--- src/rtl/jt_romrq.sv ---
// Per-client ROM read slot: maps a client address onto a 32-bit SDRAM line and
// keeps a two-line shift cache so repeated reads within a line skip the SDRAM.
module jt_romrq #(
  parameter int unsigned SDRAMW = 22,
  parameter int unsigned AW     = 8,
  parameter int unsigned DW     = 8   // 8, 16 or 32 only
) (
  input  logic              clk,
  input  logic              rst,
  input  logic              clr,
  input  logic [SDRAMW-1:0] offset,
  input  logic [AW-1:0]     addr,
  input  logic              addr_ok,
  output logic [SDRAMW-1:0] sdram_addr,
  input  logic [31:0]       din,
  input  logic              din_ok,
  input  logic              we,
  output logic              req,
  output logic              data_ok,
  output logic [DW-1:0]     dout
);

  localparam int unsigned Shift = (DW == 8) ? 2 : (DW == 16) ? 1 : 0;

  logic [AW-1:0] line;
  logic [1:0]    valid_q;
  logic [AW-1:0] tag_q  [2];
  logic [31:0]   data_q [2];
  logic [AW-1:0] pend_q;
  logic          hit0, hit1, hit;
  logic [31:0]   sel_data;

  assign line       = addr >> Shift;
  assign sdram_addr = offset + (SDRAMW'(line) << 1);

  assign hit0    = valid_q[0] && (tag_q[0] == line);
  assign hit1    = valid_q[1] && (tag_q[1] == line);
  assign hit     = addr_ok && (hit0 || hit1);
  assign req     = addr_ok && !hit;
  assign data_ok = hit;

  // E0 wins when both entries match; with no hit E0 data is presented anyway.
  assign sel_data = (hit0 || !hit1) ? data_q[0] : data_q[1];

  if (DW == 8) begin : g_byte
    assign dout = sel_data[{addr[1:0], 3'b000} +: DW];
  end else if (DW == 16) begin : g_half
    assign dout = sel_data[{addr[0], 4'b0000} +: DW];
  end else begin : g_word
    assign dout = sel_data[DW-1:0];
  end

  always_ff @(posedge clk or posedge rst) begin
    if (rst) begin
      valid_q   <= '0;
      tag_q[0]  <= '0;
      tag_q[1]  <= '0;
      data_q[0] <= '0;
      data_q[1] <= '0;
      pend_q    <= '0;
    end else begin
      // pend freezes while the arbiter serves us, so the fill is tagged with
      // the line that was actually requested even if addr has moved on.
      if (!we) pend_q <= line;
      if (clr) begin
        valid_q <= '0;
      end else if (we && din_ok) begin
        valid_q   <= {valid_q[0], 1'b1};
        tag_q[1]  <= tag_q[0];
        data_q[1] <= data_q[0];
        tag_q[0]  <= pend_q;
        data_q[0] <= din;
      end
    end
  end

endmodule

--- config.mk ---
export PLATFORM = sky130hd
export DESIGN_NAME = jt_romrq
export DESIGN_NICKNAME = d
export VERILOG_FILES = /design/src/rtl/jt_romrq.sv
export SDC_FILE = /design/constraint.sdc
export NUM_CORES = 1
export LEC_CHECK = 0
export BUFFER_PORTS_ARGS = -buffer_cell sky130_fd_sc_hd__buf_2
export CAP_MARGIN = 20
export CORE_ASPECT_RATIO = 0.75
export CORE_MARGIN = 2
export CORE_UTILIZATION = 56
export CTS_BUF_LIST = sky130_fd_sc_hd__clkbuf_8
export DETAILED_ROUTE_END_ITERATION = 8
export PLACE_DENSITY = 0.9
export SYNTH_ARGS = -nofsm -noshare
export SYNTH_HDL_FRONTEND = slang
export SYNTH_SLANG_ARGS = --single-unit
--- constraint.sdc ---
create_clock -name clk -period 2.8 [get_ports clk]
set_input_delay 0.14 -clock clk [delete_from_list [all_inputs] [get_ports clk]]
set_output_delay 0.14 -clock clk [all_outputs]
set_load 0.01 [all_outputs]
==> flow_metrics.env <==
export IMPL_floorplan_initialDensity_pct=57.4
export IMPL_critPathRequiredTime_ps=2660
export IMPL_syn_inst=300
export IMPL_grt_most_used_layer="met2"
export IMPL_synth_compound_area_share_pct=2.19
export IMPL_final_instance_count_excl_fill=528
export IMPL_switching_share_of_power_pct=27.7
export IMPL_cts_root_to_sink_buffers=2
export IMPL_maxCapViolCount=0
export IMPL_worstSkewPairLatency_ps=360
export IMPL_final_hold_violation_count=0
export IMPL_setup_tns_final_ps=0
export IMPL_num_nets_final=493
export IMPL_track_usage_pct=21.3
export IMPL_power_share_clock_pct=22.9
export IMPL_setup_viol=0
export IMPL_rsz0062_at_grt="false"
export IMPL_post_synth_fa_ha_maj_area_fraction_pct=2.11
export IMPL_worst_slew_pin_slew_ps=561
export IMPL_sequential_cell_area_fraction_in_the_yosys_report_pct=46.7
export IMPL_first_global_vias=2849
export IMPL_fin_total_pwr_mw=3.43
export IMPL_hold_class="primary input to flip-flop"
export IMPL_cts_max_level=3
export IMPL_cts_root_buffer_cell="sky130_fd_sc_hd__clkbuf_8"
export IMPL_floorplan_core_area_mm2=0.00785
export IMPL_ir_worst_vdd_uv=567
export IMPL_power_density_mw_per_mm2=635
export IMPL_num_antenna_cells=0
export IMPL_dr_total_vias=2795
export IMPL_synth_warnings=0
export IMPL_cts_tree="yes"
export IMPL_fmax_mhz=402
export IMPL_final_layout_size_suffix_gt1_share_pct=54.1
export IMPL_fraction_of_the_mapped_netlist_area_in_simple_logic_gates_pct=5.22
export IMPL_pwr_share_comb_pct=27.0
export IMPL_cts_inserted_buffers=9
export IMPL_ranking_of_synthesized_cells_by_area="sky130_fd_sc_hd__dfrtp_1, sky130_fd_sc_hd__mux2_4, sky130_fd_sc_hd__mux2_2"
export IMPL_place_detailed_instances=490
export IMPL_result_of_the_run="finished, final reports clean"
export IMPL_synth_largest_area_cell="sky130_fd_sc_hd__dfrtp_1"
export IMPL_grt_overflow=0
export IMPL_post_synth_xor_area_fraction_pct=6.03
export IMPL_period_minus_slack_ps=2490
export IMPL_worst_clock_skew_ps=11.3
export IMPL_chipHeight_um=81.7
export IMPL_die_w_um=108
export IMPL_criticalPathCategory="flip-flop to output port"
export IMPL_dominant_combinational_cell_family_by_area_after_synthesis="multiplexers"
export IMPL_power_dissipated_by_switching_net_loads_mw=0.951
export IMPL_route_final_wire_length_um=9020
export IMPL_r2r_startpoint="data_q[41]$_DFFE_PP0P_"
export IMPL_grt_use_met2_pct=34.3
export IMPL_post_cts_setup_buffers=0
export IMPL_kind_of_start_point_of_the_critical_path="flip-flop"
export IMPL_grt_max_degree=63
export IMPL_final_hold_worst_slack_ps=22.1
export IMPL_areaGrowthSynthToFinish_pct=19.9
export IMPL_fin_crit_sh_pct=88.9
export IMPL_crit_start="tag_q[8]$_DFFE_PP0P_"
export IMPL_worst_endpoint_arrival_ps=2350
export IMPL_num_io_pins=100
export IMPL_final_max_slew_violation_count=0
export IMPL_netlist_cell_type_count=37
export IMPL_postSynthAreaPerCell_um2=15.0
export IMPL_syn_num_nets=375
export IMPL_postRouteAntennaNets=0
export IMPL_antenna_found_initial=0
export IMPL_die_area_mm2=0.00879
export IMPL_io_buffers=97
export IMPL_synth_top_cell_area_share_pct=46.7
export IMPL_row_count=28
export IMPL_max_slew_margin_rel_pct=62.6
export IMPL_sequential_share_of_power_pct=50.1
export IMPL_synthMuxAreaShare_pct=33.8
export IMPL_wire_per_inst_um=17.1
export IMPL_numClockSinks=84
export IMPL_post_synth_instance_area_mm2=0.00451
export IMPL_cts_repair_resize_count=0
export IMPL_power_leakage_nw=2.59
export IMPL_global_routing_usage_on_met3_pct=6.35
export IMPL_worst_setup_hold_path_clk_slew_ps=80
export IMPL_detailedRoute_firstPassIterationCount=4
export IMPL_maximum_fanout_along_the_worst_path=8
export IMPL_hold_path_startpoint="din[8]"
export IMPL_cellInternalPower_mw=2.48
export IMPL_drt_initial_drc_count=87
export IMPL_met1_grt_util_pct=28.4
export IMPL_place_hpwl_um=6370
export IMPL_detail_route_drc_violations=0
export IMPL_grt_first_pass_wirelength_um=14100
export IMPL_routed_via_density=5.29
export IMPL_gp_congestion=0.821
export IMPL_critical_path_endpoint_type="output port"
export IMPL_yosys_register_bits=84
sequential cells by signal, summed over array words and instances, names as in the netlist:
signal / cells
valid_q: 2
tag_q: 12
pend_q: 6
data_q: 64
cell usage in the layout (no fill, tap or decap), types with 6 or more instances in the layout:
| master | n |
|---|---|
| sky130_fd_sc_hd__dlygate4sd3_1 | 21 |
| sky130_fd_sc_hd__xnor2_1 | 11 |
| sky130_fd_sc_hd__mux2_2 | 50 |
| sky130_fd_sc_hd__mux2_4 | 40 |
| sky130_fd_sc_hd__buf_2 | 97 |
| sky130_fd_sc_hd__mux4_2 | 16 |
| sky130_fd_sc_hd__nor2_1 | 7 |
| sky130_fd_sc_hd__clkbuf_8 | 11 |
| sky130_fd_sc_hd__nand2_1 | 6 |
| sky130_fd_sc_hd__dfrtp_1 | 84 |
| sky130_fd_sc_hd__ha_1 | 6 |
| sky130_fd_sc_hd__xor2_1 | 20 |
per-layer routing:
metal	wire length [µm]	part of all wire (%)
met5	0	0
met4	108	1.2
met3	279	3.1
met2	4600	51
met1	4030	45
cells in the mapped netlist, drive strengths merged:
| cell | count |
|---|---|
| mux2 | 90 |
| dfrtp | 84 |
| xor2 | 20 |
| mux4 | 16 |
| buf | 15 |
| xnor2 | 11 |
| nand2 | 7 |
| nor2 | 7 |
| a21oi | 6 |
| ha | 6 |
| and3 | 5 |
| o21ai | 4 |
| nand4 | 3 |
| nor3b | 3 |
| a211oi | 2 |
| a21o | 2 |
| nand2b | 2 |
| nand3 | 2 |
| nor3 | 2 |
| nor4 | 2 |
| nor4b | 2 |
| o21bai | 2 |
| and2 | 1 |
| clkbuf | 1 |
| fa | 1 |
| inv | 1 |
| nand3b | 1 |
| nor2b | 1 |
| or2 | 1 |
critical path, stage by stage, from the launching register on:
cell,delay [ps]
sky130_fd_sc_hd__dfrtp_1,400
sky130_fd_sc_hd__xnor2_1,160
sky130_fd_sc_hd__nand4_1,140
sky130_fd_sc_hd__nor4_1,250
sky130_fd_sc_hd__nand2b_1,480
sky130_fd_sc_hd__mux2_2,410
sky130_fd_sc_hd__buf_2,140
final cells by class:
type	count	area (µm²)
fill	549	2440
sequential	84	2100
inverter	1	5.00
tap	105	131
timing repair buffer	123	758
clock buffer	11	151
clock inverter	5	28.8
multi-input combinational	199	2230
path summary, 6_finish.rpt:
| kind | end | slack [ps] | cells past startpoint |
|---|---|---|---|
| max in group asynchronous | tag_q[5]$_DFFE_PP0P_ | 1740 | 5 |
| min in group asynchronous | data_q[60]$_DFFE_PP0P_ | 270 | 3 |
| hold reg to reg | pend_q[1]$_DFFE_PP0N_ | 510 | 1 |
| setup / recovery | dout[5] | 310 | 6 |
| setup reg to reg | data_q[9]$_DFFE_PP0P_ | 1950 | 1 |
| hold / removal | data_q[40]$_DFFE_PP0P_ | 20 | 2 |
per-stage QoR:
step | setup WS [ps] | utilization (%) | area (µm²)
floorplan | 495 | - | 4510
global placement | 606 | 63.6 | 4990
detailed placement | 431 | 63.6 | 4990
CTS | 276 | 67.8 | 5320
global route | 159 | 68.9 | 5400
finish | 310 | 68.9 | 5400
power groups by stage:
stage / Combinational (mW) / Sequential [mW] / Clock [mW]
after floorplan: 0.714 / 1.66 / 0
after global placement: 0.860 / 1.71 / 0
after detailed placement: 0.902 / 1.73 / 0
after CTS: 0.921 / 1.72 / 0.807
after global routing: 0.993 / 1.76 / 0.869
final: 0.926 / 1.72 / 0.785
kinds of logic (layout without fill, tap and decap cells):
family,count (synthesis),in the layout
compound gates,16,16
fa+ha+maj,7,7
xor+xnor,31,31
simple gates,39,39
flops,84,84
buf+inv,17,140
mux,106,106
timing repair:
item                                    in CTS  in global routing
endpoints found under the hold margin       16                 23
hold buffers                                15                  6
endpoints found under the setup margin       0                  0
No activity file was read; power rests on OpenSTA's default activity.
